### config.mk
export PLATFORM = sky130hd
export DESIGN_NAME = apb_uart_master
export DESIGN_NICKNAME = d
export VERILOG_FILES = /design/src/rtl/apb_uart_pkg.sv /design/src/rtl/apb_wait_counter.sv /design/src/rtl/apb_uart_master.sv
export SDC_FILE = /design/constraint.sdc
export NUM_CORES = 1
export LEC_CHECK = 0
export CORE_MARGIN = 5
export CORE_UTILIZATION = 47
export CTS_CLUSTER_DIAMETER = 80
export DETAILED_ROUTE_END_ITERATION = 12
export PLACE_DENSITY_LB_ADDON = 0.25
export SLEW_MARGIN = 30
export SYNTH_ARGS = -nofsm -noshare
export SYNTH_HDL_FRONTEND = slang
export SYNTH_SLANG_ARGS = --single-unit
### constraint.sdc
create_clock -name PCLK -period 2.8 [get_ports PCLK]
set_input_delay 0.84 -clock PCLK [delete_from_list [all_inputs] [get_ports PCLK]]
set_output_delay 0.84 -clock PCLK [all_outputs]
set_load 0.02 [all_outputs]
### src/rtl/apb_uart_pkg.sv
// Shared types and UART register map for the APB initiator that fronts the UART peripheral.
package apb_uart_pkg;

    typedef enum logic [1:0] {
        IDLE   = 2'd0,
        SETUP  = 2'd1,
        ACCESS = 2'd2,
        RESP   = 2'd3
    } apb_master_state_e;

    // UART peripheral register map, byte addresses on the APB bus
    localparam logic [31:0] UART_BAUD_CFG_ADDR   = 32'h0000_0000;
    localparam logic [31:0] UART_FRAME_CFG_ADDR  = 32'h0000_0004;
    localparam logic [31:0] UART_PARITY_CFG_ADDR = 32'h0000_0008;
    localparam logic [31:0] UART_STOP_CFG_ADDR   = 32'h0000_000C;
    localparam logic [31:0] UART_TX_DATA_ADDR    = 32'h0000_0010;
    localparam logic [31:0] UART_RX_DATA_ADDR    = 32'h0000_0014;

endpackage

### src/rtl/apb_wait_counter.sv
// Counts ACCESS cycles spent waiting for PREADY; flags the last cycle allowed before abort.
module apb_wait_counter #(
    parameter int unsigned TIMEOUT_CYCLES = 1048575,
    parameter int unsigned CNT_WIDTH      = 20
) (
    input  logic PCLK,
    input  logic PRESET,
    input  logic clear,
    input  logic enable,
    output logic terminal
);

    localparam logic [CNT_WIDTH-1:0] TERM_COUNT = CNT_WIDTH'(TIMEOUT_CYCLES - 32'd1);
    localparam logic [CNT_WIDTH-1:0] CNT_ZERO   = {CNT_WIDTH{1'b0}};
    localparam logic [CNT_WIDTH-1:0] CNT_ONE    = {{(CNT_WIDTH-1){1'b0}}, 1'b1};

    logic [CNT_WIDTH-1:0] count_r;

    // Wait-cycle counter; clear wins over enable so leaving ACCESS always restarts it
    always_ff @(posedge PCLK) begin
        if (PRESET) begin
            count_r <= CNT_ZERO;
        end else if (clear) begin
            count_r <= CNT_ZERO;
        end else if (enable) begin
            count_r <= count_r + CNT_ONE;
        end else begin
            count_r <= count_r;
        end
    end

    assign terminal = (count_r == TERM_COUNT);

endmodule

### src/rtl/apb_uart_master.sv
// APB initiator: one command in, one SETUP/ACCESS transfer to the UART slave, one response out.
module apb_uart_master
    import apb_uart_pkg::*;
#(
    parameter int unsigned ADDR_WIDTH     = 32,
    parameter int unsigned DATA_WIDTH     = 32,
    parameter int unsigned TIMEOUT_CYCLES = 1048575,
    parameter int unsigned CNT_WIDTH      = 20
) (
    input  logic                  PCLK,
    input  logic                  PRESET,
    input  logic                  cmd_valid,
    output logic                  cmd_ready,
    input  logic                  cmd_write,
    input  logic [ADDR_WIDTH-1:0] cmd_addr,
    input  logic [DATA_WIDTH-1:0] cmd_wdata,
    output logic                  rsp_valid,
    input  logic                  rsp_ready,
    output logic [DATA_WIDTH-1:0] rsp_rdata,
    output logic                  rsp_error,
    output logic                  rsp_timeout,
    output logic                  PSEL,
    output logic                  PENABLE,
    output logic                  PWRITE,
    output logic [ADDR_WIDTH-1:0] PADDR,
    output logic [DATA_WIDTH-1:0] PWDATA,
    input  logic [DATA_WIDTH-1:0] PRDATA,
    input  logic                  PREADY,
    input  logic                  PSLVERR
);

    localparam logic [DATA_WIDTH-1:0] DATA_ZERO = {DATA_WIDTH{1'b0}};
    localparam logic [ADDR_WIDTH-1:0] ADDR_ZERO = {ADDR_WIDTH{1'b0}};

    apb_master_state_e state_r;
    logic              wait_clear_s;
    logic              wait_enable_s;
    logic              wait_terminal_s;

    assign cmd_ready = (state_r == IDLE) && !PRESET;

    // Counter runs only on stalled ACCESS cycles and restarts whenever the transfer leaves ACCESS
    always_comb begin
        wait_enable_s = (state_r == ACCESS) && !PREADY;
        wait_clear_s  = (state_r != ACCESS) || PREADY || wait_terminal_s;
    end

    apb_wait_counter #(
        .TIMEOUT_CYCLES (TIMEOUT_CYCLES),
        .CNT_WIDTH      (CNT_WIDTH)
    ) u_wait_counter (
        .PCLK     (PCLK),
        .PRESET   (PRESET),
        .clear    (wait_clear_s),
        .enable   (wait_enable_s),
        .terminal (wait_terminal_s)
    );

    // Transfer FSM with registered APB and response outputs
    always_ff @(posedge PCLK) begin
        if (PRESET) begin
            state_r     <= IDLE;
            PSEL        <= 1'b0;
            PENABLE     <= 1'b0;
            PWRITE      <= 1'b0;
            PADDR       <= ADDR_ZERO;
            PWDATA      <= DATA_ZERO;
            rsp_valid   <= 1'b0;
            rsp_rdata   <= DATA_ZERO;
            rsp_error   <= 1'b0;
            rsp_timeout <= 1'b0;
        end else begin
            case (state_r)
                IDLE: begin
                    if (cmd_valid) begin
                        PWRITE  <= cmd_write;
                        PADDR   <= cmd_addr;
                        PWDATA  <= cmd_write ? cmd_wdata : DATA_ZERO;
                        PSEL    <= 1'b1;
                        PENABLE <= 1'b0;
                        state_r <= SETUP;
                    end else begin
                        state_r <= IDLE;
                    end
                end
                SETUP: begin
                    PENABLE <= 1'b1;
                    state_r <= ACCESS;
                end
                ACCESS: begin
                    // A late PREADY on the last allowed cycle still completes normally
                    if (PREADY) begin
                        rsp_rdata   <= PWRITE ? DATA_ZERO : PRDATA;
                        rsp_error   <= PSLVERR;
                        rsp_timeout <= 1'b0;
                        rsp_valid   <= 1'b1;
                        PSEL        <= 1'b0;
                        PENABLE     <= 1'b0;
                        state_r     <= RESP;
                    end else if (wait_terminal_s) begin
                        rsp_rdata   <= DATA_ZERO;
                        rsp_error   <= 1'b1;
                        rsp_timeout <= 1'b1;
                        rsp_valid   <= 1'b1;
                        PSEL        <= 1'b0;
                        PENABLE     <= 1'b0;
                        state_r     <= RESP;
                    end else begin
                        state_r <= ACCESS;
                    end
                end
                RESP: begin
                    if (rsp_ready) begin
                        rsp_valid <= 1'b0;
                        state_r   <= IDLE;
                    end else begin
                        state_r <= RESP;
                    end
                end
                default: begin
                    PSEL      <= 1'b0;
                    PENABLE   <= 1'b0;
                    rsp_valid <= 1'b0;
                    state_r   <= IDLE;
                end
            endcase
        end
    end

endmodule

# Word level (Yosys, flattened, before mapping)
# Cells that the tools add are included.
dict set report op_classes {
  eq_ne 8
  n_reduce_logical 17
  multipliers 0
  n_bitwise 0
  add_sub_neg 1
  magnitude_cmp 0
  div 0
  muxes 21
  shifts 0
}
# cell count
set ops {}
lappend ops {{$mux W32} 4}
lappend ops {{$add A20 B1 Y20 const B} 1}
lappend ops {{$eq A20 B20 Y1 const B} 1}
lappend ops {{$mux W1} 12}
lappend ops {{$reduce_and A3 Y1} 3}
lappend ops {{$pmux W2 S4} 1}
lappend ops {{$ne A2 B2 Y1 const B} 3}
lappend ops {{$reduce_bool A2 Y1} 3}
lappend ops {{$eq A2 B2 Y1 const B} 2}
lappend ops {{$pmux W1 S2} 2}
lappend ops {{$reduce_and A2 Y1} 2}
lappend ops {{$ne A3 B3 Y1 const B} 1}
lappend ops {{$pmux W1 S3} 1}
lappend ops {{$reduce_bool A3 Y1} 1}
lappend ops {{$eq A2 B1 Y1 const B} 1}
lappend ops {{$logic_and A1 B1 Y1} 2}
lappend ops {{$logic_not A1 Y1} 2}
lappend ops {{$logic_not A2 Y1} 1}
lappend ops {{$logic_or A1 B1 Y1} 2}
lappend ops {{$mux W2} 1}
lappend ops {{$reduce_or A2 Y1} 1}
dict set report totals {
  in_bits 103
  memories 0
  out_inout_bits 103
  romBits 0
  wordCells 58
  ram_bits 0
  ff_bits 124
  latchBits 0
}

# Depth between registers and ports, before layout
dict set report logic_depth {
  ltp_word 4
  ltp_mapped 8
  mapped_depth_nobuf 6
}

# Hierarchy
# From an unflattened synthesis, not the netlist that was laid out.
dict set report hier_totals {
  cells_unflattened 505
  area_unflattened_um2 4598.2
}
# module n_inst area_each_um2 cells_each seq_area_each_um2
set by_module_without_submodules {}
lappend by_module_without_submodules {apb_uart_master 1 3651.0 395 2082.0}
lappend by_module_without_submodules {apb_wait_counter 1 947.2 110 400.4}

# Least setup slack after synthesis
# No wires, ideal clock.
dict set report synth_timing {
  path_type {in2out}
  start {in PRESET}
  end {out cmd_ready}
  t_arrival_ps 1661
  setup_slack_ps 299
  cell_stages 3
  n_path_buf 2
  t_required_ps 1960
  cell_sequence {clkbuf_1 > clkbuf_1 > nor3_1}
}
dict set report synth_between {
  elab_chain_cells 2
}
# item line
set synth_rtl {}
lappend synth_rtl {{start, declared} apb_uart_master.sv:11} ;# input logic PRESET,
lappend synth_rtl {{$logic_not A1 Y1} apb_uart_master.sv:40} ;# assign cmd_ready = (state_r == IDLE) && !PRESET;
lappend synth_rtl {{$logic_and A1 B1 Y1} apb_uart_master.sv:40}
lappend synth_rtl {{end, declared} apb_uart_master.sv:13} ;# output logic cmd_ready,
# Every way passes these cells.

# Worst setup path in the final report
dict set report layout_timing {
  start {reg state_r[0]}
  end {out cmd_ready}
}
dict set report layout_between {
  elab_chain_cells 2
}
# item line
set layout_rtl {}
lappend layout_rtl {{start, declared} apb_uart_master.sv:35} ;# apb_master_state_e state_r;
lappend layout_rtl {{start signal, assigned} apb_uart_master.sv:62} ;# state_r <= IDLE;
lappend layout_rtl {{start signal, assigned} apb_uart_master.sv:81} ;# state_r <= SETUP;
lappend layout_rtl {{start signal, assigned} apb_uart_master.sv:83} ;# state_r <= IDLE;
lappend layout_rtl {{$logic_not A2 Y1} apb_uart_master.sv:40}
lappend layout_rtl {{$logic_and A1 B1 Y1} apb_uart_master.sv:40}
# Every way passes these cells.

==> out/qor.csv <==
metric;value;unit
global-route wire length before repair;25.5;mm
CTS Buffer Depth;2;
final setup fails;0;
GRT Overall Usage;23.9;%
chip height;115;um
io pins;206;
critical path arrival;1810;ps
GPL Wtd Cong;0.821;
CP max stage cell;clkdlybuf4s50_1;
FILL cells;869;
DR vias;5212;
actual slew at the worst max-slew pin;824;ps
Vias/cell;5.47;
CP required;1960;ps
wire length per cell;16.9;um
hold path depth;2;
IO buf count;205;
P&R area growth vs syn;50.8;%
DRT iter0 DRCs;347;
Setup crit start kind;flop;
average cell area after synthesis;8.28;um2
vias in the first global route;5295;
Synth Cell Area;5160;um2
pwr dens;589;nW/um2
Worst Reg-to-Reg Cells;7;
site row count;38;
kind of critical path;reg2out;
Seq/Total Area, Yosys;48.1;%
post-synth cell types;44;
largest net degree at the start of global routing;78;
Std-Cell Core Area;10800;um2
EDFF count, synth;0;
Slew Limit Fails;0;
HP Class;reg2reg;
cts hold-fix bufs;0;
Final Hold Viols;0;
synth warn;0;
TritonCTS Sinks;124;
worst-skew pair later-pin latency;500;ps
Critical Path Max Stage Delay;650;ps
Num CTS Buffers;17;
Max-slew headroom;45.0;%
Tmin final;2650;ps
Worst setup EP type;output pin;
n_diodes;0;
#FFs+latches synth;124;
Final #Nets;910;
Worst IR Drop VDD;0.363;mV
Max Cap Viol;0;
async set-reset flop share out of synthesis;0;%
Worst Skew;9.72;ps
CTS resizes;0;
H-tree depth;4;
critical path's top delay family;buffers and inverters;
Die ar.;13200;um2
crit path buf inv count;1;
Mapped Cells;623;
Initial Utilization;47.8;%
syn nets;728;
Antenna Nets Post-Route;0;
commonest non-fill, non-tap cell in the layout;clkdlybuf4s50_1;
critical path peak fanout;10;
status;complete, no violations;
Root Driver;clkbuf_8;
setup bufs post-CTS;0;
Max Clock Freq;377;MHz
layout cell share with drive strength beyond 1;6.27;%
post-synth top area share;48.1;%
main area contributors after synthesis;dfxtp_1 48%, nand2_1 10%, a21oi_1 7.5%;
WP depth;2;
DRC errors left;0;
Tot Pwr;4.58;mW
setup TNS;0;ps
Die X;115;um
clock transition at the registers of the reported paths;50;ps
Tcrit/Tclk final;94.7;%
Pre-Repair DR Iteration Count;5;
leading area contributor after synthesis;dfxtp_1;
Most used DFF post-synth;dfxtp_1;
antenna violations before repair;0;
hpwl dp;11.1;mm
grt ovf;0;
unrepaired setup endpoints after global routing;false;
LEAKAGE;2.84;nW
drt total wl;16.1;mm
CP cell instances;nor3_1, clkdlybuf4s50_1;
most frequent cells in the layout;204 x clkdlybuf4s50_1, 137 x nand2_1, 124 x dfxtp_1;
CTS tree;done;
[worst paths after layout]
check	from	end	slack, ps
hold / removal	PWDATA[0]	PWDATA[0]	450
setup / recovery	state_r[0]	cmd_ready	150
setup reg to reg	u_wait_counter.count_r[0]	u_wait_counter.count_r[15]	700
hold reg to reg	PWDATA[0]	PWDATA[0]	450
[metrics by stage]
stage                     area (um2)  utilization (%)  cells  hold WS, ps  setup slack (ps)
after floorplan                 5160                -    623          437               299
after global placement          7280             67.5    926          437               124
after detailed placement        7280             67.5    926          445              92.3
after CTS                       7780             72.1    953          451               127
after global routing            7780             72.1    953          476              81.1
final                           7780             72.1    953          450               149
[worst reg2reg max path, cell delays in order, from the launching register on]
cell and delay, ps:
dfxtp_1 360, inv_1 80, ha_1 140, nand4_1 110
or4_4 670, o211ai_1 360, buf_12 200, a21oi_1 70
[Yosys cell counts, types with 2 or more instances]
master	instances
a21oi_1	77
or4_1	5
nand4_1	5
nand4b_1	2
o21ai_0	7
dfxtp_1	124
nor3_1	5
nand2_1	138
a22oi_1	32
xor2_1	4
o211ai_2	3
or4_4	2
nor2_1	14
o211ai_1	32
clkbuf_1	40
buf_2	9
nor2b_1	33
or3_1	5
nand3_1	40
buf_6	5
xnor2_1	4
ha_1	2
and3_1	2
inv_1	6
o31ai_1	6
and4_1	3
[power breakdown]
group	switching (mW)	internal (mW)	total (mW)
sequential	0.0589	1.87	1.93
combinational	0.409	0.392	0.801
clock	0.706	1.15	1.86
total	1.17	3.41	4.58
[kinds of logic (layout without fill, tap and decap cells)]
logic type	Yosys count	after routing	share of synthesized area, %
AND/OR/NAND/NOR	260	260	23.9
buffers and inverters	63	253	5.60
flip-flops	124	124	48.1
adder cells (fa/ha/maj)	2	2	0.485
AO/OA/AOI/OAI	166	166	20.5
XOR/XNOR	8	8	1.36
[area by class of cell]
type,instances,area (um2),area share [%]
clock buffer,24,480,6.18
clock inverter,3,15.0,0.193
inverter,7,26.3,0.338
multi-input combinational,436,2400,30.8
sequential,124,2480,31.9
tap,140,175,2.25
timing repair buffer,219,2200,28.3
[sequential cells by signal, summed over array words and instances, names as in the netlist]
| signal | count |
|---|---|
| PADDR | 32 |
| PENABLE | 1 |
| PSEL | 1 |
| PWDATA | 32 |
| PWRITE | 1 |
| rsp_error | 1 |
| rsp_rdata | 32 |
| rsp_timeout | 1 |
| rsp_valid | 1 |
| state_r | 2 |
| u_wait_counter.count_r | 20 |
[metal layers]
metal / global-route usage (%) / routed length [um] / up-vias
li1: - / - / 2534
met1: 26.2 / 6400 / 2453
met2: 40.0 / 7660 / 198
met3: 11.2 / 1710 / 27
met4: 9.70 / 366 / 0
met5: 0 / 0 / -
No activity file was read; power rests on OpenSTA's default activity.
